[src/rtl/vsb_burst_arbiter.sv]
// Round-robin burst arbiter sharing one VSB write port between NO_OF_CHANNELS requesters,
// with a registered, backpressure-aware output stage.
module vsb_burst_arbiter #(
    parameter int unsigned NO_OF_CHANNELS = 4,
    parameter int unsigned DATAWIDTH      = 32,
    parameter int unsigned ADDRWIDTH      = 16,
    parameter int unsigned MAX_BURST      = 4
) (
    input  logic                                clk,
    input  logic                                nreset,
    input  logic [NO_OF_CHANNELS-1:0]           rqst,
    input  logic [NO_OF_CHANNELS*DATAWIDTH-1:0] vsbdatavec,
    input  logic [NO_OF_CHANNELS*ADDRWIDTH-1:0] vsbaddrvec,
    output logic [NO_OF_CHANNELS-1:0]           ack,
    output logic [DATAWIDTH-1:0]                ivsbdata,
    output logic [ADDRWIDTH-1:0]                ivsbaddr,
    output logic                                ivsbwr,
    input  logic                                ivsbrdy,
    output logic [$clog2(NO_OF_CHANNELS)-1:0]   grant_id,
    output logic                                busy
);

    localparam int unsigned IdW  = $clog2(NO_OF_CHANNELS);
    localparam int unsigned CntW = $clog2(MAX_BURST + 1);
    localparam logic [IdW-1:0] LastInit = IdW'(NO_OF_CHANNELS - 1);

    typedef enum logic [0:0] {StIdle, StOwn} state_e;

    state_e                state_q, state_d;
    logic [IdW-1:0]        last_q, last_d;
    logic [IdW-1:0]        grant_q, grant_d;
    logic [CntW-1:0]       cnt_q, cnt_d;
    logic                  wr_q, wr_d;
    logic [DATAWIDTH-1:0]  data_q, data_d;
    logic [ADDRWIDTH-1:0]  addr_q, addr_d;

    logic [IdW-1:0]        winner;
    logic [IdW-1:0]        idx;
    logic                  found;
    logic                  can_load;
    logic                  beat_ack;
    logic [DATAWIDTH-1:0]  sel_data;
    logic [ADDRWIDTH-1:0]  sel_addr;

    // Scan last+1 .. last+N so the previous owner is always considered last.
    always_comb begin
        winner = '0;
        idx    = '0;
        found  = 1'b0;
        for (int unsigned i = 1; i <= NO_OF_CHANNELS; i++) begin
            idx = IdW'((32'(last_q) + i) % NO_OF_CHANNELS);
            if (!found && rqst[idx]) begin
                winner = idx;
                found  = 1'b1;
            end
        end
    end

    assign sel_data = vsbdatavec[grant_q*DATAWIDTH +: DATAWIDTH];
    assign sel_addr = vsbaddrvec[grant_q*ADDRWIDTH +: ADDRWIDTH];
    assign can_load = !wr_q || ivsbrdy;
    assign beat_ack = |ack;

    always_ff @(posedge clk) begin
        if (!nreset) begin
            state_q <= StIdle;
            last_q  <= LastInit;
            grant_q <= '0;
            cnt_q   <= '0;
            wr_q    <= 1'b0;
            data_q  <= '0;
            addr_q  <= '0;
        end else begin
            state_q <= state_d;
            last_q  <= last_d;
            grant_q <= grant_d;
            cnt_q   <= cnt_d;
            wr_q    <= wr_d;
            data_q  <= data_d;
            addr_q  <= addr_d;
        end
    end

    always_comb begin
        state_d = state_q;
        last_d  = last_q;
        grant_d = grant_q;
        cnt_d   = cnt_q;
        unique case (state_q)
            StIdle: begin
                if (|rqst) begin
                    grant_d = winner;
                    cnt_d   = '0;
                    state_d = StOwn;
                end
            end
            StOwn: begin
                if (beat_ack) begin
                    cnt_d = cnt_q + CntW'(1);
                end
                if ((beat_ack && cnt_q == CntW'(MAX_BURST - 1)) || !rqst[grant_q]) begin
                    state_d = StIdle;
                    last_d  = grant_q;
                    cnt_d   = '0;
                end
            end
            default: state_d = StIdle;
        endcase
    end

    always_comb begin
        ack = '0;
        if (nreset && state_q == StOwn && rqst[grant_q] && can_load) begin
            ack[grant_q] = 1'b1;
        end
        busy     = (state_q == StOwn);
        grant_id = grant_q;
    end

    // Output register drains independently of the grant state.
    always_comb begin
        wr_d   = wr_q;
        data_d = data_q;
        addr_d = addr_q;
        if (beat_ack) begin
            wr_d   = 1'b1;
            data_d = sel_data;
            addr_d = sel_addr;
        end else if (wr_q && ivsbrdy) begin
            wr_d   = 1'b0;
            data_d = '0;
            addr_d = '0;
        end
    end

    assign ivsbwr   = wr_q;
    assign ivsbdata = data_q;
    assign ivsbaddr = addr_q;

endmodule
[config.mk]
export PLATFORM = sky130hd
export DESIGN_NAME = vsb_burst_arbiter
export DESIGN_NICKNAME = d
export VERILOG_FILES = /design/src/rtl/vsb_burst_arbiter.sv
export SDC_FILE = /design/constraint.sdc
export NUM_CORES = 1
export LEC_CHECK = 0
export BUFFER_PORTS_ARGS = -buffer_cell sky130_fd_sc_hd__buf_2
export CELL_PAD_IN_SITES_DETAIL_PLACEMENT = 1
export CELL_PAD_IN_SITES_GLOBAL_PLACEMENT = 2
export CORE_ASPECT_RATIO = 2
export CORE_MARGIN = 2
export CORE_UTILIZATION = 23
export CTS_BUF_LIST = sky130_fd_sc_hd__clkbuf_8
export DETAILED_ROUTE_END_ITERATION = 12
export PLACE_DENSITY_LB_ADDON = 0.1
export SYNTH_ARGS = -nofsm -noshare
export SYNTH_HDL_FRONTEND = slang
export SYNTH_SLANG_ARGS = --single-unit
[constraint.sdc]
create_clock -name clk -period 2.4 [get_ports clk]
set_input_delay 0.24 -clock clk [delete_from_list [all_inputs] [get_ports clk]]
set_output_delay 0.24 -clock clk [all_outputs]
set_load 0.03 [all_outputs]
Word level (Yosys, flattened, before mapping)
Index checks and enable logic that the tools add are counted.

$add $sub $neg: 5. $lt $le $gt $ge: 6. Equality and inequality tests: 3. Shift-type cells: 2. Multiplexer cells: 33. Bitwise gates (word level): 1. Reduce and logical (&&, ||, !) cells: 22.

Operators by type and width (number): 128-bit by 8-bit variable part select with 32-bit output (1); 32-bit 2-to-1 mux (2); 64-bit by 7-bit variable part select with 16-bit output (1); 16-bit 2-to-1 mux (2); 2-bit by 3-bit < comparator with 1-bit output, second input constant (5); 1-bit 2-to-1 mux (13); 1-bit binary-select mux with 2-bit select (5); 1-bit logical AND (9); 3-bit 2-to-1 mux (3); 2-bit 2-to-1 mux (4); 4-bit OR reduction (2); 3-bit case mux with 2 select lines (1); 2-bit AND reduction (3); 1-bit zero test (5); 2-bit by 1-bit adder with 2-bit output, second input constant (2); 2-bit adder, second input constant (2); 4-bit 2-to-1 mux (1); 3-bit by 1-bit adder with 3-bit output, second input constant (1); 3-bit by 2-bit equality test with 1-bit output, second input constant (1); 3-bit by 1-bit != test with 1-bit output, second input constant (1); 1-bit demux with 2-bit select (1); 2-bit by 1-bit greater-or-equal comparator with 1-bit output, second input constant (1); 1-bit logical OR (2); 2-bit != test, second input constant (1); other kinds (3) (3).

Register bits: 57. Bits of input ports: 199. Output and inout port bits: 56. Word-level logic and storage cells: 79.

Longest topological paths before layout
Gate-level depths: netlist (run 1).

Word-level depth: 13. Depth in mapped cells: 7. Depth with buffers taken out: 5.

Worst setup path before layout (run 1)
No wires, ideal clock.

Kind: reg2out. From: reg grant_q[1] (netlist: grant_id[1]). To: out ack[1]. Arrival: 1.901 ns. Required time: 2.160 ns. Slack: 0.259 ns. Cell stages (with the launch flop): 6. Buffers on the path: 1. Cells stage by stage: dfxtp_1 -> buf_4 -> nand2_1 -> o22ai_2 -> nand3_1 -> nor3b_1.

Longest elaborated chain between the ends: 5. Elaborated cells between the ends (all ways): 10. Those cells by class: order compare (2); mux (5); reduce/logical (3).

RTL lines: start, declared (RTL line 31) `logic [IdW-1:0] grant_q, grant_d;`; start signal, assigned (RTL line 76) `grant_q <= grant_d;`; 2-bit by 3-bit < comparator with 1-bit output (implied by the code), or another cell as far along (RTL line 114) `ack[grant_q] = 1'b1;`; 1-bit logical AND (implied by the code) / 1-bit 2-to-1 mux (equally long branches) (RTL line 114, 113); 1-bit 2-to-1 mux (implied by the code) / 1-bit logical AND (equally long branches) (RTL line 114, 113); 1-bit demux with 2-bit select / 1-bit logical AND (equally long branches) (RTL line 114, 113); 4-bit 2-to-1 mux * (RTL line 113) `if (nreset && state_q == StOwn && rqst[grant_q] && can_load) begin`; end, declared (RTL line 14) `output logic [NO_OF_CHANNELS-1:0] ack,`.

Every way passes the cells marked *; elsewhere a longest branch is shown, timed or not. The select of a mux whose other input is x is not followed.

Final worst setup path (run 1)
From: reg grant_q[1] (netlist: grant_id[1]). To: out ack[2].

The elaborated chain is that of the path after synthesis.

==> impl_summary.txt, run 1 <==
----------------------------------------------------
[Clocking]
  Hold buffer count at CTS ... 0
  CTS tree ... built
  Number of levels the H-tree was split into ... 3
  Clk Latency, worst-skew pair ... between 300 and 400 ps
  Count of clock tree sinks ... 57
  Max Root-Sink Buffers ... 2
  Number of buffers created by CTS ... 9
  Post-CTS Setup Repair Bufs ... 0
  Clock Root Buffer ... sky130_fd_sc_hd__clkbuf_8
  Quantity of gates resized following cts ... 0
  Clock-pin slew on the worst setup and hold paths ... approximately 60 ps

[Placed design]
  Number of input and output port buffers inserted ... 254
  Area of placed instances ... between 4000 and 5000 um2
  Routability congestion estimate from global placement ... ~0.76
  HPWL after detailed placement ... between 10000 and 15000 um

[Floorplanning]
  Core Rows ... 61
  Initial cell density of the core ... between 20% and 30%
  Die extent in y ... 171.7 um
  Horiz. Die Dim ... slightly below 90 um
  Io pins ... ~260
  Placeable Area ... around 14000 um2
  Die footprint ... 15080 um2

[Logic synthesis]
  Main synth FF type ... sky130_fd_sc_hd__dfxtp_1
  Post-synth top area share ... a little over a third
  Gate count of the mapped netlist ... about 240
  Average cell area after synthesis ... 13.37 um2
  Distinct cell type count of the synthesized netlist ... 29
  Seq cells post-synth ... between 50 and 60
  Net count after synthesis ... 443
  Largest cells by area after synthesis ... sky130_fd_sc_hd__dfxtp_1 35%, sky130_fd_sc_hd__mux4_2 34%, sky130_fd_sc_hd__a22o_1 14%
  Cell type contributing the most total cell area after synthesis ... sky130_fd_sc_hd__dfxtp_1
  Commonest cells in the synthesized netlist ... 57 x sky130_fd_sc_hd__dfxtp_1, 50 x sky130_fd_sc_hd__a22o_1, 49 x sky130_fd_sc_hd__mux4_2
  Most instantiated library cell after synthesis ... sky130_fd_sc_hd__dfxtp_1
  Combined area of all synthesized cells ... 3234 um2
  Number of warnings printed during yosys synthesis ... 0
  Share of synthesized registers carrying an async set or reset ... 0%
  Number of enable-type register cells in the synthesized netlist ... 0
  Sequential-to-total area share from yosys stat ... between 30% and 40%

[Routing]
  Post-route antenna net violation count ... 0
  Ratio of routed vias to standard cells ... approximately 4.7
  DR pass1 iterations ... 4
  Total number of vias ... around 3.3k
  WL final ... 13080 um
  Final routed wire length divided by cell count ... between 15 and 20 um
  Remaining design rule violation count ... 0
  Number of DRC markers after the initial detailed-route iteration ... 81

[GRT]
  Largest net degree at the start of global routing ... 55
  GRT overflow ... 0
  Via count of the first global-routing pass ... around 3.6k
  GRT Max-Usage Layer ... met2
  Antenna violations before repair ... 5
  Total GRT Usage ... between 10% and 20%
  Global-route wire length before repair ... just under 20000 um
  Met1 track demand over resource ... between 10% and 20%
  Met3 track demand over resource ... 4.031%
  Met2 track demand over resource ... between 30% and 40%

[Setup path]
  Critical path data arrival time ... between 1500 and 2000 ps
  FF-to-FF Start ... grant_id[0]
  R2R Setup Slk ... approximately 650 ps
  Number of cells on the worst reg-to-reg path ... 5
  Terminus of the critical flop-to-flop path ... ivsbdata[1]
  Crit end category ... output pin
  Crit Path Class ... reg2out
  Launching element of the worst setup path ... grant_id[1]
  Capture point of the worst path ... ack[2]
  Kind of start point of the critical path ... flip-flop
  Cells along the critical path ... buf_4 > nor3b_1 > buf_2
  Max stage delay on crit path ... approximately 610 ps
  CP Data Required Time ... 2160 ps
  Slowest cell on the critical path ... sky130_fd_sc_hd__buf_4
  Maximum net fanout on the critical path ... between 50 and 60

[Outcome]
  Outcome ... finished clean

[Timing]
  Highest achievable clock rate ... 0.4840 GHz
  Final critical path time including I/O delays and setup ... slightly above 2000 ps
  Number of hold-slack violations in the final timing report ... 0
  Slew at the pin closest to its max-slew limit ... about 740 ps
  Share of the cycle needed by the critical path after routing ... a little under nine tenths
  Setup repair after global routing missed its margin ... false
  Final TNS setup ... 0 ps
  Setup Skew ... 7.287 ps
  Final Max Slew Viols ... 0
  Headroom to the max-slew limit ... between 50% and 60%
  Final number of setup-violating endpoints ... 0

[Power]
  Power density of the placed cells ... between 600 and 700 nW/um2
  Max rail drop VDD ... roughly 0.25 mV
  Static leakage power ... 2.295 nW

[Finish]
  Total of fill cells in the finished design ... about 1.6k
  Final-stage net count ... 690
  Final design instance area without fill ... between 4000 and 5000 um2
  Fraction of layout instances using a drive strength above 1 ... between 60 and 70%
  Layout overhead on the synthesized area ... 50.52%

[Run]
  Number of max-capacitance violations reported ... 0

[Min path]
  Hold Crit Depth ... 4
  Hold Crit Class ... in2reg

----------------------------------------------------
## worst max-delay path: cells and delay by family (launching register included)
family	cells	cell delay [ps]
buf+inv	2	840
simple gates	1	250
flops	1	370
## worst min-delay path by stage
stage                   to  slack (ps)        start
2_1_floorplan  grant_id[0]         380       nreset
3_3_place_gp   ivsbaddr[7]         460  ivsbaddr[7]
3_5_place_dp   ivsbdata[2]         460  ivsbdata[2]
4_1_cts             ivsbwr         210      ivsbrdy
5_1_grt        grant_id[1]         240       nreset
6_report            ivsbwr         240      ivsbrdy
## cells by family (layout without fill, tap and decap cells)
logic type | after synthesis | count (layout) | synth area share, %
AOI/OAI and AO/OA | 73 | 73 | 18.49
other | 0 | 3 | 0
and+or+nand+nor | 28 | 28 | 4.100
muxes | 52 | 52 | 35.05
buffers and inverters | 30 | 281 | 6.305
adders and majority gates | 2 | 2 | 0.7736
DFF | 57 | 57 | 35.28
## power breakdown
part / switching [W] / internal (W)
clock network: 0.000374 / 0.000661
logic: 0.000548 / 0.000508
registers: 0.0000592 / 0.00104
## final cells by class
| class | instances | area, um2 | share of cell area, % |
|---|---|---|---|
| Multi-Input combinational cell | 155 | 1898 | 38.99 |
| Timing Repair Buffer | 260 | 1329 | 27.29 |
| Sequential cell | 57 | 1146 | 23.54 |
| Tap cell | 189 | 236.5 | 4.857 |
| Clock buffer | 12 | 165.2 | 3.392 |
| Clock inverter | 3 | 63.81 | 1.311 |
| Inverter | 6 | 22.52 | 0.4626 |
| Antenna cell | 3 | 7.507 | 0.1542 |
## layout by cell type, fill, tap and decap left out, types with 2 or more instances in the layout
cell type | synthesis | layout
sky130_fd_sc_hd__buf_2 | 7 | 254
sky130_fd_sc_hd__a31oi_1 | 2 | 2
sky130_fd_sc_hd__nor2_1 | 10 | 10
sky130_fd_sc_hd__buf_4 | 2 | 5
sky130_fd_sc_hd__mux4_2 | 49 | 49
sky130_fd_sc_hd__nand2_1 | 6 | 6
sky130_fd_sc_hd__nor3b_1 | 2 | 2
sky130_fd_sc_hd__clkbuf_8 | 0 | 12
sky130_fd_sc_hd__o221ai_1 | 3 | 3
sky130_fd_sc_hd__bufinv_16 | 0 | 2
sky130_fd_sc_hd__a22o_1 | 50 | 50
sky130_fd_sc_hd__dfxtp_1 | 57 | 55
sky130_fd_sc_hd__mux2i_1 | 3 | 3
sky130_fd_sc_hd__o22ai_1 | 2 | 2
sky130_fd_sc_hd__diode_2 | 0 | 3
sky130_fd_sc_hd__a21oi_1 | 3 | 3
sky130_fd_sc_hd__inv_1 | 6 | 7
sky130_fd_sc_hd__nand3_1 | 3 | 3
sky130_fd_sc_hd__o21ai_0 | 6 | 6
sky130_fd_sc_hd__a21o_1 | 2 | 2
sky130_fd_sc_hd__nand2b_1 | 3 | 3
sky130_fd_sc_hd__ha_1 | 2 | 2
## state kept, by name, indices dropped and copies added, names as in the netlist
| register | cells |
|---|---|
| last_q | 2 |
| ivsbwr | 1 |
| ivsbaddr | 16 |
| ivsbdata | 32 |
| busy | 1 |
| grant_id | 2 |
| cnt_q | 3 |
## layer usage
metal	up-vias	wire length (um)
met2	122	7597
li1	1501	-
met3	12	793
met1	1615	4484
met4	2	195
met5	-	7
## stage by stage
step | setup slack [ps] | power [W] | utilization, % | hold WS, ps | instances
floorplan | 259.1 | 0.001830 | - | 378.3 | 242
detailed placement | 619.0 | 0.002202 | 33.53 | 455.9 | 667
finish | 333.8 | 0.003187 | 35.24 | 236.9 | 685
global route | 188.2 | 0.003369 | 35.22 | 237.6 | 684
global placement | 617.6 | 0.002185 | 33.53 | 455.6 | 667
CTS | 270.7 | 0.003264 | 35.19 | 207.0 | 682
Power figures use the tool's default switching activity.
==> run 2: changes to the inputs <==
--- a/config.mk
+++ b/config.mk
@@ -5,12 +5,13 @@
 export SDC_FILE = /design/constraint.sdc
 export NUM_CORES = 1
 export LEC_CHECK = 0
+export ABC_AREA = 1
 export BUFFER_PORTS_ARGS = -buffer_cell sky130_fd_sc_hd__buf_2
 export CELL_PAD_IN_SITES_DETAIL_PLACEMENT = 1
 export CELL_PAD_IN_SITES_GLOBAL_PLACEMENT = 2
 export CORE_ASPECT_RATIO = 2
 export CORE_MARGIN = 2
-export CORE_UTILIZATION = 23
+export CORE_UTILIZATION = 20
 export CTS_BUF_LIST = sky130_fd_sc_hd__clkbuf_8
 export DETAILED_ROUTE_END_ITERATION = 12
 export PLACE_DENSITY_LB_ADDON = 0.1
==> run 2 against run 1 <==
Against the previous run: worst setup slack better by 35 ps; highest routed layer is now met4; clock-buffer cell count fell by 2; synthesized area is 17% higher; critical path type unchanged; sequential power barely moved.
==> impl_summary.txt, run 2 <==
----------------------------------------------------
[Timing]
  Headroom to the max-slew limit ... 46.14%
  Final number of setup-violating endpoints ... 0
  Post-route worst setup slack ... 368.3 ps
  Slew at the pin closest to its max-slew limit ... between 800 and 900 ps
  Final critical path time including I/O delays and setup ... 2032 ps
  Final TNS setup ... 0 ps
  Final Max Slew Viols ... 0
  Highest achievable clock rate ... 0.4922 GHz
  Share of the cycle needed by the critical path after routing ... a little over four fifths
  Setup Skew ... approximately 5.7 ps
  Number of hold-slack violations in the final timing report ... 0
  Setup repair after global routing missed its margin ... false

[Logic synthesis]
  Commonest cells in the synthesized netlist ... 225 x sky130_fd_sc_hd__nand2_1, 104 x sky130_fd_sc_hd__nand3_1, 102 x sky130_fd_sc_hd__a21oi_1
  Post-synth top area share ... between 30% and 40%
  Average cell area after synthesis ... between 5 and 6 um2
  Cell type contributing the most total cell area after synthesis ... sky130_fd_sc_hd__dfxtp_1
  Number of warnings printed during yosys synthesis ... 0
  Distinct cell type count of the synthesized netlist ... 24
  Main synth FF type ... sky130_fd_sc_hd__dfxtp_1
  Gate count of the mapped netlist ... roughly 640
  Net count after synthesis ... 840
  Combined area of all synthesized cells ... between 3000 and 4000 um2
  Most instantiated library cell after synthesis ... sky130_fd_sc_hd__nand2_1
  Share of synthesized registers carrying an async set or reset ... 0%
  Seq cells post-synth ... 57
  Largest cells by area after synthesis ... sky130_fd_sc_hd__dfxtp_1 30%, sky130_fd_sc_hd__nand2_1 22%, sky130_fd_sc_hd__nand3_1 14%
  Number of enable-type register cells in the synthesized netlist ... 0
  Sequential-to-total area share from yosys stat ... about 30%

[Outcome]
  Outcome ... finished clean

[Clocking]
  Number of buffers created by CTS ... 9
  Post-CTS Setup Repair Bufs ... 0
  Clk Latency, worst-skew pair ... 340 ps
  Number of levels the H-tree was split into ... 3
  Clock Root Buffer ... sky130_fd_sc_hd__clkbuf_8
  Clock-pin slew on the worst setup and hold paths ... 70 ps
  Count of clock tree sinks ... between 50 and 60
  CTS tree ... built
  Max Root-Sink Buffers ... 2

[Routing]
  Post-route antenna net violation count ... 0
  Remaining design rule violation count ... 0
  WL final ... about 19000 um
  Final routed wire length divided by cell count ... between 15 and 20 um
  Ratio of routed vias to standard cells ... about 4.9
  DR pass1 iterations ... 4
  Total number of vias ... between 5k and 6k
  Number of DRC markers after the initial detailed-route iteration ... 83

[Finish]
  Most common cell after layout, fill and taps aside ... sky130_fd_sc_hd__buf_2
  Flip-flop count of the largest register after layout ... 32
  Final Instance Count excl. Fillers ... approximately 1.1k
  Final-stage net count ... approximately 1.1k
  Most used cells in the layout excluding fill and tap cells ... 254 x sky130_fd_sc_hd__buf_2, 225 x sky130_fd_sc_hd__nand2_1, 104 x sky130_fd_sc_hd__nand3_1, 102 x sky130_fd_sc_hd__a21oi_1, 55 x sky130_fd_sc_hd__dfxtp_1
  Final design instance area without fill ... about 5500 um2
  Fraction of layout instances using a drive strength above 1 ... between 30% and 40%
  Core Util, Final ... 29.30%
  Layout overhead on the synthesized area ... 44.29%

[Floorplanning]
  Core Rows ... approximately 70
  Placeable Area ... between 15000 and 20000 um2
  Horiz. Die Dim ... a little over 100 um
  Die footprint ... approximately 20000 um2
  Initial cell density of the core ... approximately 20%
  Die extent in y ... ~200 um
  Io pins ... 255

[Placed design]
  Routability congestion estimate from global placement ... slightly below 0.8
  Total placed cells including tap cells ... between 1k and 1.5k
  HPWL after detailed placement ... ~15000 um
  Post-placement worst setup slack ... between 500 and 600 ps
  Area of placed instances ... ~5200 um2
  Number of input and output port buffers inserted ... about 250

[Min path]
  Hold Crit Depth ... 2
  Worst hold endpoint ... last_q[1]
  Hold Crit Class ... in2reg
  Launch point of the worst hold path ... nreset

[GRT]
  Antenna violations before repair ... 2
  Largest net degree at the start of global routing ... 100
  GRT overflow ... 0
  Total GRT Usage ... around 19%
  Global-route wire length before repair ... ~29000 um
  Via count of the first global-routing pass ... approximately 5.7k

[Setup path]
  Max stage delay on crit path ... 590 ps
  Kind of start point of the critical path ... flip-flop
  Crit end category ... output pin
  Maximum net fanout on the critical path ... 74
  Number of cells on the worst reg-to-reg path ... 11
  Cells along the critical path ... inv_2 > buf_4 > nand2_1 > nor2_1 > buf_2
  Crit Path Class ... reg2out
  CP Data Required Time ... between 2000 and 2500 ps
  R2R Setup Slk ... 590 ps
  Top cell family by delay on the critical path ... buffers and inverters
  Slowest cell on the critical path ... sky130_fd_sc_hd__buf_4
  Terminus of the critical flop-to-flop path ... grant_id[0]
  CP Buf/Inv Count ... 3
  Critical path data arrival time ... 1790 ps
  FF-to-FF Start ... last_q[0]
  CP Depth ... 5

[Power]
  Static leakage power ... 2.648 nW
  Power density of the placed cells ... approximately 690 nW/um2
  Max rail drop VDD ... 0.3199 mV

[Run]
  Number of max-capacitance violations reported ... 0

----------------------------------------------------
==> run 2: cell types whose count changed in the layout (fill, tap and decap cells not counted), sizes merged, moves of 7 or more <==
cell / change
a22o: -50
nand3: +102
nand2: +220
nand4: +26
buf: +7
mux4: -49
o21ai: +25
inv: +11
a21oi: +98
==> run 2: timing repair <==
item / 4_1_cts / 5_1_grt
endpoints found under the setup margin: 0 / 2
gates resized for setup: 0 / 1
hold buffers: 0 / 0
hold endpoints to repair: 0 / 0
==> run 2: metrics by stage <==
stage / power [W] / hold WS, ps
global route: 0.004074 / 223.2
CTS: 0.003856 / 208.9
finish: 0.003768 / 224.6
floorplan: 0.002141 / 338.6
detailed placement: 0.002704 / 453.2
global placement: 0.002673 / 444.2
==> run 2: cell type report <==
type                    count  area, um2
inverters                  18      68.82
clock inverters             6      106.4
diodes                      3      7.507
repair buffers            267       1398
fillers                  2500      13190
flip-flops and latches     57       1146
multi-input cells         510       2328
well taps                 219      274.0
clock buffers              10      137.6
==> run 2: worst reg2reg max path: cells and delay by family (launching register included) <==
kind	cells	cell delay, ps
buffers and inverters	2	200
flip-flops	1	580
AND/OR/NAND/NOR	9	930
==> run 2: cells by family after synthesis <==
family / count (synthesis) / share of synthesized area [%]
buf+inv: 72 / 8.421
fa+ha+maj: 2 / 0.6604
simple gates: 371 / 42.44
compound gates: 137 / 18.36
flops: 57 / 30.12
==> run 2: per-layer routing <==
metal	track usage (%)	up-vias	part of all wire [%]	wire length, um
li1	-	2602	-	-
met5	0	-	0	0
met1	16.80	2566	33	6280
met3	2.846	24	3.8	722
met2	38.93	150	61	11490
met4	6.607	0	2.6	495
==> run 2: power by group <==
group | internal (W) | switching, W
Sequential | 0.00102 | 0.0000557
Combinational | 0.000506 | 0.00106
Clock | 0.000713 | 0.000417
==> run 2: how the worst max path moves through the flow <==
stage / start / to
4_1_cts: grant_id[0] / ack[3]
3_5_place_dp: grant_id[0] / ivsbdata[12]
3_3_place_gp: grant_id[0] / ivsbdata[12]
6_report: grant_id[1] / ack[0]
2_1_floorplan: grant_id[0] / ack[0]
5_1_grt: grant_id[1] / ack[1]
==> run 3: changes to the inputs <==
--- a/config.mk
+++ b/config.mk
@@ -11,7 +11,7 @@
 export CELL_PAD_IN_SITES_GLOBAL_PLACEMENT = 2
 export CORE_ASPECT_RATIO = 2
 export CORE_MARGIN = 2
-export CORE_UTILIZATION = 20
+export CORE_UTILIZATION = 18
 export CTS_BUF_LIST = sky130_fd_sc_hd__clkbuf_8
 export DETAILED_ROUTE_END_ITERATION = 12
 export PLACE_DENSITY_LB_ADDON = 0.1
==> constraint.sdc (replaced) <==
create_clock -name clk -period 1.8 [get_ports clk]
set_input_delay 0.18 -clock clk [delete_from_list [all_inputs] [get_ports clk]]
set_output_delay 0.18 -clock clk [all_outputs]
set_load 0.03 [all_outputs]
==> run 3 against run 2 <==
Against the previous run: the run now ends with negative setup slack left; total power up 28%; design area rose by 2.6%; non-clock buffer count grew 4; register-to-register slack got worse by 430 ps; combinational power grew 40%; sequential share of layout area decreased by 0.48 points; critical endpoint is now ack[1]; largest cell class unchanged.
==> impl_summary.txt, run 3 (same netlist as run 2, synthesis figures left out) <==
----------------------------------------------------
[Routing]
  Total number of vias ... roughly 5.2k
  Number of DRC markers after the initial detailed-route iteration ... ~140
  WL final ... 19440 um
  Ratio of routed vias to standard cells ... about 4.6
  Final routed wire length divided by cell count ... ~17 um
  DR pass1 iterations ... 4
  Remaining design rule violation count ... 0
  Post-route antenna net violation count ... 0

[Outcome]
  Outcome ... finished, violations left
  Failing checks ... negative setup slack

[Timing]
  Final Max Slew Viols ... 0
  Share of the cycle needed by the critical path after routing ... 108.3%
  Final TNS setup ... -557.1 ps
  Final critical path time including I/O delays and setup ... ~1900 ps
  Headroom to the max-slew limit ... roughly 65%
  Final number of setup-violating endpoints ... 4
  Setup repair after global routing missed its margin ... true
  Setup Skew ... between 10 and 15 ps
  Slew at the pin closest to its max-slew limit ... approximately 520 ps
  Number of hold-slack violations in the final timing report ... 0
  Post-route worst setup slack ... -149.0 ps
  Highest achievable clock rate ... 0.5131 GHz

[Power]
  Max rail drop VDD ... roughly 0.36 mV
  Sw Share ... between 40% and 50%
  Clock Power Share ... around a quarter
  Sequential power share ... between 20% and 30%
  Power density of the placed cells ... between 800 and 900 nW/um2
  Internal cell power ... 0.002715 W
  Static leakage power ... 2.661 nW
  Switching Power ... 0.002109 W
  Combinational power share ... about 46%

[Finish]
  Most used cells in the layout excluding fill and tap cells ... 250 x sky130_fd_sc_hd__buf_2, 223 x sky130_fd_sc_hd__nand2_1, 104 x sky130_fd_sc_hd__nand3_1, 102 x sky130_fd_sc_hd__a21oi_1, 53 x sky130_fd_sc_hd__dfxtp_1
  Most common cell after layout, fill and taps aside ... sky130_fd_sc_hd__buf_2
  Final design instance area without fill ... around 5600 um2
  Fraction of layout instances using a drive strength above 1 ... between 30% and 40%
  Total of fill cells in the finished design ... approximately 2.8k
  Layout overhead on the synthesized area ... 47.99%
  Final-stage net count ... about 1.1k
  Flip-flop count of the largest register after layout ... 32
  Final Instance Count excl. Fillers ... around 1.1k
  Core Util, Final ... a little over a quarter

[Placed design]
  HPWL after detailed placement ... between 15000 and 20000 um
  Area of placed instances ... approximately 5400 um2
  Total placed cells including tap cells ... 1123
  Number of input and output port buffers inserted ... approximately 250
  Routability congestion estimate from global placement ... just under 0.8

[Setup path]
  Maximum net fanout on the critical path ... 5
  CP Depth ... 10
  Critical path data arrival time ... approximately 1800 ps
  FF-to-FF Start ... grant_id[0]
  CP Buf/Inv Count ... 3
  CP Data Required Time ... 1620 ps
  Slowest cell on the critical path ... sky130_fd_sc_hd__dfxtp_4
  Kind of start point of the critical path ... flip-flop
  Number of cells on the worst reg-to-reg path ... 10
  Cells along the critical path ... clkinv_4 > nand2_2 > nand2_1 > nand2_1 > nand2_2 > nand3_4 > nor2_4 > clkinvlp_4 > nor2_4 > buf_6
  R2R Setup Slk ... about 160 ps
  Top cell family by delay on the critical path ... simple AND/OR/NAND/NOR gates
  Terminus of the critical flop-to-flop path ... ivsbdata[1]
  Crit Path Class ... reg2out
  Capture point of the worst path ... ack[1]
  Launching element of the worst setup path ... grant_id[0]
  Crit end category ... output pin
  Max stage delay on crit path ... around 370 ps

[Clocking]
  Number of levels the H-tree was split into ... 3
  Clk Latency, worst-skew pair ... between 300 and 400 ps
  Clock-pin slew on the worst setup and hold paths ... about 60 ps
  Clock Root Buffer ... sky130_fd_sc_hd__clkbuf_8
  Max Root-Sink Buffers ... 2
  Number of buffers created by CTS ... 9
  CTS tree ... built
  Count of clock tree sinks ... 57

[GRT]
  Global-route wire length before repair ... around 30000 um
  Largest net degree at the start of global routing ... 75
  GRT overflow ... 0
  Antenna violations before repair ... 3
  Total GRT Usage ... 17.36%
  Via count of the first global-routing pass ... about 5.7k

[Run]
  Number of max-capacitance violations reported ... 0

[Min path]
  Launch point of the worst hold path ... nreset
  Hold Crit Class ... in2reg
  Hold Crit Depth ... 2

[Floorplanning]
  Die footprint ... approximately 22000 um2
  Die extent in y ... approximately 210 um
  Placeable Area ... between 20000 and 25000 um2
  Core Rows ... between 70 and 80
  Initial cell density of the core ... 18.19%
  Horiz. Die Dim ... 106.6 um
  Io pins ... between 200 and 300

----------------------------------------------------
-- run 3: how the worst min path moves through the flow --
stage | end | slack (ps)
final | last_q[0] | 150
after CTS | last_q[0] | 130
after global placement | ivsbdata[21] | 450
after global routing | last_q[1] | 150
after detailed placement | ivsbdata[12] | 450
after floorplan | last_q[0] | 280
-- run 3: final cells by class --
type / count / area, um2 / share of cell area [%]
multi-input cells: 510 / 2374 / 42.33
repair buffers: 271 / 1478 / 26.36
flip-flops and latches: 57 / 1149 / 20.49
well taps: 269 / 336.6 / 6.003
clock buffers: 9 / 123.9 / 2.209
inverters: 18 / 76.32 / 1.361
clock inverters: 7 / 62.56 / 1.116
diodes: 3 / 7.507 / 0.1339
-- run 3: power by group through the flow --
stage | logic [W] | registers, W | clock network, W
CTS | 0.00228 | 0.00143 | 0.00124
finish | 0.00220 | 0.00143 | 0.00119
global route | 0.00249 | 0.00145 | 0.00130
global placement | 0.00221 | 0.00145 | 0
floorplan | 0.00129 | 0.00159 | 0
detailed placement | 0.00224 | 0.00146 | 0
-- run 3: worst register-to-register path, cell delays in order, from the launching register on --
cell and delay [ps]:
sky130_fd_sc_hd__dfxtp_4 370, sky130_fd_sc_hd__clkinv_4 60, sky130_fd_sc_hd__nand2_2 40, sky130_fd_sc_hd__nand2_1 50, sky130_fd_sc_hd__nand2_1 60, sky130_fd_sc_hd__nand2_2 100
sky130_fd_sc_hd__nand3_4 90, sky130_fd_sc_hd__nor2_4 140, sky130_fd_sc_hd__buf_4 340, sky130_fd_sc_hd__o21ai_0 190, sky130_fd_sc_hd__a21oi_1 160
-- run 3: per-stage QoR --
step	hold WS [ps]	setup WS, ps	total power (W)
floorplan	278.6	-22.66	0.002882
global placement	446.5	79.81	0.003662
detailed placement	450.0	45.66	0.003695
CTS	127.9	-208.1	0.004954
global route	147.6	-298.9	0.005233
finish	145.5	-149.0	0.004824
-- run 3: per-layer routing --
layer / global-route usage, % / vias to the layer above / share of wire (%)
met5: 0 / - / 0
met4: 5.150 / 0 / 1.5
met1: 16.45 / 2483 / 35
li1: - / 2612 / -
met3: 2.589 / 12 / 3.7
met2: 36.46 / 137 / 60
-- run 3: repair_timing --
item / CTS / global route
setup buffers: 2 / 0
pin swaps: 3 / 4
endpoints found under the setup margin: 4 / 15
gates resized for setup: 12 / 3
hold endpoints to repair: 0 / 0
hold buffers: 0 / 0
